--- src/rtl/clock_set_ctrl.sv ---
// MM:SS time-set controller: key conditioning, four-digit edit FSM, hold/load and blink masks.
// Optional idle timeout is compiled in with `define SET_TIMEOUT_EN.
module clock_set_ctrl #(
  parameter int unsigned DEBOUNCE_CYCLES = 1000000,
  parameter int unsigned BLINK_CYCLES    = 12500000,
  parameter int unsigned TIMEOUT_CYCLES  = 500000000
) (
  input  logic       CLOCK_50_B5B,
  input  logic       rst_n,
  input  logic       key_mode_n,
  input  logic       key_inc_n,
  input  logic       key_dec_n,
  input  logic [4:0] cur_s1,
  input  logic [4:0] cur_s10,
  input  logic [4:0] cur_m1,
  input  logic [4:0] cur_m10,
  output logic       hold,
  output logic       load,
  output logic [4:0] ld_s1,
  output logic [4:0] ld_s10,
  output logic [4:0] ld_m1,
  output logic [4:0] ld_m10,
  output logic [3:0] blink_mask,
  output logic       editing
);

  localparam int unsigned DB_W = $clog2(DEBOUNCE_CYCLES + 1);
  localparam int unsigned BL_W = $clog2(BLINK_CYCLES + 1);
  localparam logic [DB_W-1:0] DB_MAX = DB_W'(DEBOUNCE_CYCLES - 1);
  localparam logic [BL_W-1:0] BL_MAX = BL_W'(BLINK_CYCLES - 1);

  typedef enum logic [2:0] {
    ST_RUN, ST_SET_M10, ST_SET_M1, ST_SET_S10, ST_SET_S1, ST_COMMIT
  } state_t;

  state_t state_q, state_d;

  // Key index: 0 = mode, 1 = inc, 2 = dec; internal level 1 = pressed.
  logic [2:0]      key_raw;
  logic [2:0]      sync1_q, sync2_q, deb_q, deb_prev_q, evt_q;
  logic [DB_W-1:0] db_cnt_q [3];

  assign key_raw = {~key_dec_n, ~key_inc_n, ~key_mode_n};

  always_ff @(posedge CLOCK_50_B5B or negedge rst_n) begin
    if (!rst_n) begin
      sync1_q    <= '0;
      sync2_q    <= '0;
      deb_q      <= '0;
      deb_prev_q <= '0;
      evt_q      <= '0;
      for (int unsigned i = 0; i < 3; i++) db_cnt_q[i] <= '0;
    end else begin
      sync1_q    <= key_raw;
      sync2_q    <= sync1_q;
      deb_prev_q <= deb_q;
      evt_q      <= deb_q & ~deb_prev_q;
      for (int unsigned i = 0; i < 3; i++) begin
        if (sync2_q[i] != deb_q[i]) begin
          if (db_cnt_q[i] == DB_MAX) begin
            deb_q[i]    <= sync2_q[i];
            db_cnt_q[i] <= '0;
          end else begin
            db_cnt_q[i] <= db_cnt_q[i] + 1'b1;
          end
        end else begin
          db_cnt_q[i] <= '0;
        end
      end
    end
  end

  logic mode_evt, inc_evt, dec_evt, any_evt, is_set, edit_en;

  assign mode_evt = evt_q[0];
  assign inc_evt  = evt_q[1];
  assign dec_evt  = evt_q[2];
  assign any_evt  = |evt_q;
  assign is_set   = (state_q == ST_SET_M10) || (state_q == ST_SET_M1) ||
                    (state_q == ST_SET_S10) || (state_q == ST_SET_S1);
  // Mode wins over inc/dec; inc together with dec cancels out.
  assign edit_en  = is_set && !mode_evt && (inc_evt ^ dec_evt);

  function automatic logic [3:0] clamp(input logic [3:0] v, input logic [3:0] mx);
    return (v > mx) ? mx : v;
  endfunction

  function automatic logic [3:0] step(input logic [3:0] v, input logic [3:0] mx,
                                      input logic up);
    if (up) return (v >= mx) ? 4'd0 : v + 4'd1;
    else    return (v == 4'd0) ? mx : v - 4'd1;
  endfunction

  logic timeout_hit;

`ifdef SET_TIMEOUT_EN
  localparam int unsigned TO_W = $clog2(TIMEOUT_CYCLES + 1);
  localparam logic [TO_W-1:0] TO_MAX = TO_W'(TIMEOUT_CYCLES - 1);
  logic [TO_W-1:0] idle_q;

  always_ff @(posedge CLOCK_50_B5B or negedge rst_n) begin
    if (!rst_n)                 idle_q <= '0;
    else if (!is_set || any_evt) idle_q <= '0;
    else if (idle_q != TO_MAX)   idle_q <= idle_q + 1'b1;
  end

  assign timeout_hit = is_set && (idle_q == TO_MAX);
`else
  localparam int unsigned UNUSED_TIMEOUT = TIMEOUT_CYCLES;
  assign timeout_hit = 1'b0;
`endif

  always_ff @(posedge CLOCK_50_B5B or negedge rst_n) begin
    if (!rst_n) state_q <= ST_RUN;
    else        state_q <= state_d;
  end

  always_comb begin
    state_d = state_q;
    unique case (state_q)
      ST_RUN:     if (mode_evt) state_d = ST_SET_M10;
      ST_SET_M10: if (mode_evt) state_d = ST_SET_M1;
                  else if (timeout_hit && !any_evt) state_d = ST_RUN;
      ST_SET_M1:  if (mode_evt) state_d = ST_SET_S10;
                  else if (timeout_hit && !any_evt) state_d = ST_RUN;
      ST_SET_S10: if (mode_evt) state_d = ST_SET_S1;
                  else if (timeout_hit && !any_evt) state_d = ST_RUN;
      ST_SET_S1:  if (mode_evt) state_d = ST_COMMIT;
                  else if (timeout_hit && !any_evt) state_d = ST_RUN;
      ST_COMMIT:  state_d = ST_RUN;
      default:    state_d = ST_RUN;
    endcase
  end

  logic [3:0] e_m10_q, e_m1_q, e_s10_q, e_s1_q;

  always_ff @(posedge CLOCK_50_B5B or negedge rst_n) begin
    if (!rst_n) begin
      e_m10_q <= '0;
      e_m1_q  <= '0;
      e_s10_q <= '0;
      e_s1_q  <= '0;
    end else if (state_q == ST_RUN && mode_evt) begin
      e_m10_q <= clamp(cur_m10[3:0], 4'd5);
      e_m1_q  <= clamp(cur_m1[3:0],  4'd9);
      e_s10_q <= clamp(cur_s10[3:0], 4'd5);
      e_s1_q  <= clamp(cur_s1[3:0],  4'd9);
    end else if (edit_en) begin
      unique case (state_q)
        ST_SET_M10: e_m10_q <= step(e_m10_q, 4'd5, inc_evt);
        ST_SET_M1:  e_m1_q  <= step(e_m1_q,  4'd9, inc_evt);
        ST_SET_S10: e_s10_q <= step(e_s10_q, 4'd5, inc_evt);
        ST_SET_S1:  e_s1_q  <= step(e_s1_q,  4'd9, inc_evt);
        default: ;
      endcase
    end
  end

  logic            phase_q;
  logic [BL_W-1:0] bl_cnt_q;

  // Outside SET states the blink state idles at zero, which also covers entry to SET_M10.
  always_ff @(posedge CLOCK_50_B5B or negedge rst_n) begin
    if (!rst_n) begin
      phase_q  <= 1'b0;
      bl_cnt_q <= '0;
    end else if (!is_set || inc_evt || dec_evt) begin
      phase_q  <= 1'b0;
      bl_cnt_q <= '0;
    end else if (bl_cnt_q == BL_MAX) begin
      phase_q  <= ~phase_q;
      bl_cnt_q <= '0;
    end else begin
      bl_cnt_q <= bl_cnt_q + 1'b1;
    end
  end

  logic unused_cur;
  assign unused_cur = ^{cur_s1[4], cur_s10[4], cur_m1[4], cur_m10[4]};

  always_comb begin
    hold       = 1'b0;
    load       = 1'b0;
    editing    = 1'b0;
    blink_mask = '0;
    ld_s1      = '0;
    ld_s10     = '0;
    ld_m1      = '0;
    ld_m10     = '0;
    unique case (state_q)
      ST_SET_M10: begin hold = 1'b1; editing = 1'b1; blink_mask = {phase_q, 3'b000}; end
      ST_SET_M1:  begin hold = 1'b1; editing = 1'b1; blink_mask = {1'b0, phase_q, 2'b00}; end
      ST_SET_S10: begin hold = 1'b1; editing = 1'b1; blink_mask = {2'b00, phase_q, 1'b0}; end
      ST_SET_S1:  begin hold = 1'b1; editing = 1'b1; blink_mask = {3'b000, phase_q}; end
      ST_COMMIT: begin
        hold   = 1'b1;
        load   = 1'b1;
        ld_m10 = {1'b0, e_m10_q};
        ld_m1  = {1'b0, e_m1_q};
        ld_s10 = {1'b0, e_s10_q};
        ld_s1  = {1'b0, e_s1_q};
      end
      default: ;
    endcase
  end

endmodule

--- config.mk ---
export PLATFORM = sky130hd
export DESIGN_NAME = clock_set_ctrl
export DESIGN_NICKNAME = d
export VERILOG_FILES = /design/src/rtl/clock_set_ctrl.sv
export SDC_FILE = /design/constraint.sdc
export NUM_CORES = 1
export LEC_CHECK = 0
export BUFFER_PORTS_ARGS = -buffer_cell sky130_fd_sc_hd__buf_2
export CAP_MARGIN = 0
export CORE_MARGIN = 5
export CORE_UTILIZATION = 65
export CTS_BUF_LIST = sky130_fd_sc_hd__clkbuf_16
export DETAILED_ROUTE_END_ITERATION = 16
export HOLD_SLACK_MARGIN = 0.12
export PLACE_DENSITY = 0.86
export SLEW_MARGIN = 20
export SYNTH_ARGS = -nofsm -noshare
export SYNTH_HDL_FRONTEND = slang
export SYNTH_SLANG_ARGS = --single-unit
--- constraint.sdc ---
create_clock -name CLOCK_50_B5B -period 5.6 [get_ports CLOCK_50_B5B]
set_input_delay 1.12 -clock CLOCK_50_B5B [delete_from_list [all_inputs] [get_ports CLOCK_50_B5B]]
set_output_delay 1.12 -clock CLOCK_50_B5B [all_outputs]
set_load 0.02 [all_outputs]
==> impl_metrics.py <==
metrics = {
    "run_status": {
        "status": "complete, no violations",
    },
    "clock_network": {
        "clk_latency_ns": 0.41,
        "clk_path_buf_depth": 2,
        "cts.reportedPaths.clkPinSlew_ns": 0.06,
        "cts_max_level": 4,
        "cts_made_buffers": 17,
        "root_buffer": "clkbuf_16",
        "cts_sinks": 119,
        "tritoncts": "built",
        "cts_resized": 0,
        "holdBufCountCts": 0,
        "cts_setup_buffers": 0,
    },
    "timing": {
        "tns_ns": 0,
        "fin_crit_sh_pct": 57.44,
        "hold_violations": 0,
        "slew_headroom_pct": 32.32,
        "rsz0062_at_grt": "false",
        "max_freq_ghz": 0.3109,
        "post-route-worst-setup-slack_ns": 2.383,
        "slew_viol_final": 0,
        "period_minus_slack_ns": 3.217,
        "setup_viol": 0,
        "worst_slew_pin_slew_ns": 1.006,
        "skew_ns": 0.009160,
    },
    "final_layout": {
        "fin_area_mm2": 0.007302,
        "final_common_cell": "nor2_1",
        "syn_to_final_growth_pct": 12.38,
        "final_cell_mix": "nor2_1, dfrtp_1, nand2_1, xnor2_1, buf_2",
        "drive_gt1_share_pct": 11.66,
        "nets": 787,
        "fillCellCount": 637,
        "n_antenna_cell": 0,
        "stdcell_count": 888,
    },
    "power_and_ir_drop": {
        "powerDensity_mw_per_mm2": 262.8,
        "p_leak_nw": 3.191,
        "p_seq_share_pct": 45.6,
        "internal_power_mw": 1.455,
        "irDropWorstVdd_mv": 0.2246,
        "comb_power_share_pct": 2.6,
        "p_sw_share_pct": 24.15,
        "p_switching_uw": 463.4,
        "clock_power_share_pct": 51.8,
    },
    "routing": {
        "drc_errors": 0,
        "wire_per_inst_um": 15.88,
        "drtIter0Drc": 528,
        "routed-via-count": 5324,
        "dr.pass1.iters": 7,
        "viasPerCell": 5.995,
        "drt-total-wl_um": 14100,
        "antenna_left": 0,
    },
    "setup_path": {
        "ff2ff_path_depth": 5,
        "start_kind": "flip-flop",
        "worst_path_max_delay_cell": "dfrtp_1",
        "cp_cell_sequence": "nand2b_1 > nor2_1 > and2_1 > buf_2",
        "worstPathArrival_ns": 2.10,
        "cp_slowest_stage_delay_ns": 0.46,
        "worst_setup_path_end_kind": "output pin",
        "crit_buf_inv": 1,
        "critPathTopFamily": "simple AND/OR/NAND/NOR gates",
        "r2r_setup_slack_ns": 2.94,
        "worstPathRequired_ns": 4.48,
        "crit-reg2reg-launch": "evt_q[1]$_DFF_PN0_",
        "crit_type": "reg -> out",
        "reg2reg_to": "e_s10_q[2]$_DFFE_PN0P_",
        "path_max_fanout": 15,
    },
    "yosys": {
        "synth-seq-cells": 119,
        "syn-cell-area_mm2": 0.006497,
        "syn_area_per_cell_um2": 9.256,
        "async_flop_share_pct": 100.0,
        "synth_ff_type": "dfrtp_1",
        "synthCells": 702,
        "ys_warn_count": 0,
        "ys_seq_area_share_pct": 45.83,
        "synth-edff-count": 0,
        "synth_cell_type_count": 61,
    },
    "die": {
        "fp.dieH_um": 110.0,
        "core_area_mm2": 0.009774,
        "dieWidth_um": 110.0,
        "row_count": 36,
        "dieArea_mm2": 0.01210,
        "start_util_pct": 66.47,
        "ios": 52,
    },
    "min_path": {
        "min_to": "sync2_q[0]$_DFF_PN0_",
        "worstHoldStart": "sync1_q[0]$_DFF_PN0_",
        "worstHoldPathCells": 0,
        "holdCritPathClass": "reg -> reg",
    },
    "placed_design": {
        "place_ws_ns": 2.826,
        "dp.final_hpwl_um": 9119,
        "placed_cells": 856,
        "gp_routability_congestion": 0.9326,
        "dpl_cell_area_mm2": 0.006753,
        "io_buffers": 43,
    },
    "flow_run": {
        "maxCapViolations": 0,
    },
    "global_route": {
        "grt_pass1_wl_um": 24360,
        "overflow": 0,
        "grt_pass1_vias": 5231,
        "grt_antenna_before_repair": 0,
        "grt.total_usage_pct": 25.41,
        "grt_start_max_net_pins": 80,
    },
}
sequential cells by signal, indices dropped and copies added (netlist names):
name,count
bl_cnt_q,24
db_cnt_q,60
deb_prev_q,3
deb_q,3
e_m10_q,4
e_m1_q,4
e_s10_q,4
e_s1_q,4
evt_q,3
phase_q,1
state_q,3
sync1_q,3
sync2_q,3
Yosys cell counts (3+ instances only):
master    count  area, um2
a21oi_1      17      85.08
a31oi_1       4      25.02
a211oi_1      4      30.03
ha_1         20      250.2
nand3_1      37      185.2
buf_2         4      20.02
nand4_1      18      112.6
nand2b_1      7      43.79
o21ai_0      23      115.1
mux2_2        3      33.78
xnor2_1      44      385.4
nor2_1      120      450.4
nor3_1       32      160.2
inv_1        23      86.33
nand2_1      48      180.2
xor2_1       41      359.1
or3_1         4      25.02
clkbuf_1     12      45.04
nand3b_1      3      22.52
nor4_1       11      68.82
and3_1       16      100.1
o22ai_1       8      50.05
buf_4         7      52.55
nor2b_1      12      75.07
buf_6         3      33.78
a311oi_1      4      35.03
and2_1        9      56.30
and4_1        5      43.79
nor4b_1       3      26.28
dfrtp_1     119       2978
nor3b_1       3      22.52
o21a_1        3      22.52
power groups by stage:
stage / clock network (mW) / logic, mW / registers [mW]
floorplan: 0 / 0.0233 / 0.889
global placement: 0 / 0.0479 / 0.890
detailed placement: 0 / 0.0499 / 0.890
CTS: 1.01 / 0.0503 / 0.875
global route: 1.04 / 0.0579 / 0.876
finish: 0.994 / 0.0495 / 0.876
metal layers:
layer  share of wire (%)  wire length [um]  up-vias  track usage (%)
li1                    -                 -     2496                -
met1                  42              5922     2610            32.69
met2                  51              7128      189            42.68
met3                 5.9               827       29            5.416
met4                 1.6               225        0            8.816
met5                   0                 0        -                0
kinds of logic (layout without fill, tap and decap cells):
family          after synthesis  after routing  share of synthesized area, %
fa+ha+maj                    20             20                         3.851
flops                       119            119                         45.83
buf+inv                      50            100                         3.716
mux                           4              4                        0.6740
simple gates                343            343                         26.71
compound gates               80             80                         7.703
other cells                   1              4                       0.05771
xor+xnor                     85             85                         11.46
final cells by class:
class,count,area [um2],area share [%]
multi-input cells,536,3289,45.05
inverters,23,86.33,1.182
well taps,133,166.4,2.279
flip-flops and latches,119,2978,40.78
clock buffers,17,425.4,5.826
clock inverters,15,120.1,1.645
repair buffers,45,236.5,3.239
how the worst max path moves through the flow:
stage / start / endpoint / slack (ns) / cells past startpoint
after floorplan: state_q[2]$_DFFE_PN0P_ / ld_m10[1] / 2.98 / 4
after global placement: state_q[1]$_DFFE_PN0P_ / ld_m1[3] / 2.91 / 4
after detailed placement: state_q[1]$_DFFE_PN0P_ / ld_m1[3] / 2.83 / 4
after CTS: state_q[1]$_DFFE_PN0P_ / ld_m1[3] / 2.39 / 4
after global routing: state_q[1]$_DFFE_PN0P_ / ld_s10[3] / 2.25 / 4
final: state_q[1]$_DFFE_PN0P_ / ld_m1[3] / 2.38 / 4
metrics by stage:
| step | utilization, % | power (mW) | hold slack (ns) |
|---|---|---|---|
| after floorplan | - | 0.9121 | 0.3312 |
| after global placement | 69.09 | 0.9375 | 0.3321 |
| after detailed placement | 69.09 | 0.9402 | 0.3347 |
| after CTS | 74.67 | 1.932 | 0.3486 |
| after global routing | 74.71 | 1.978 | 0.3628 |
| final | 74.71 | 1.919 | 0.3476 |
No activity file was read; power rests on OpenSTA's default activity.
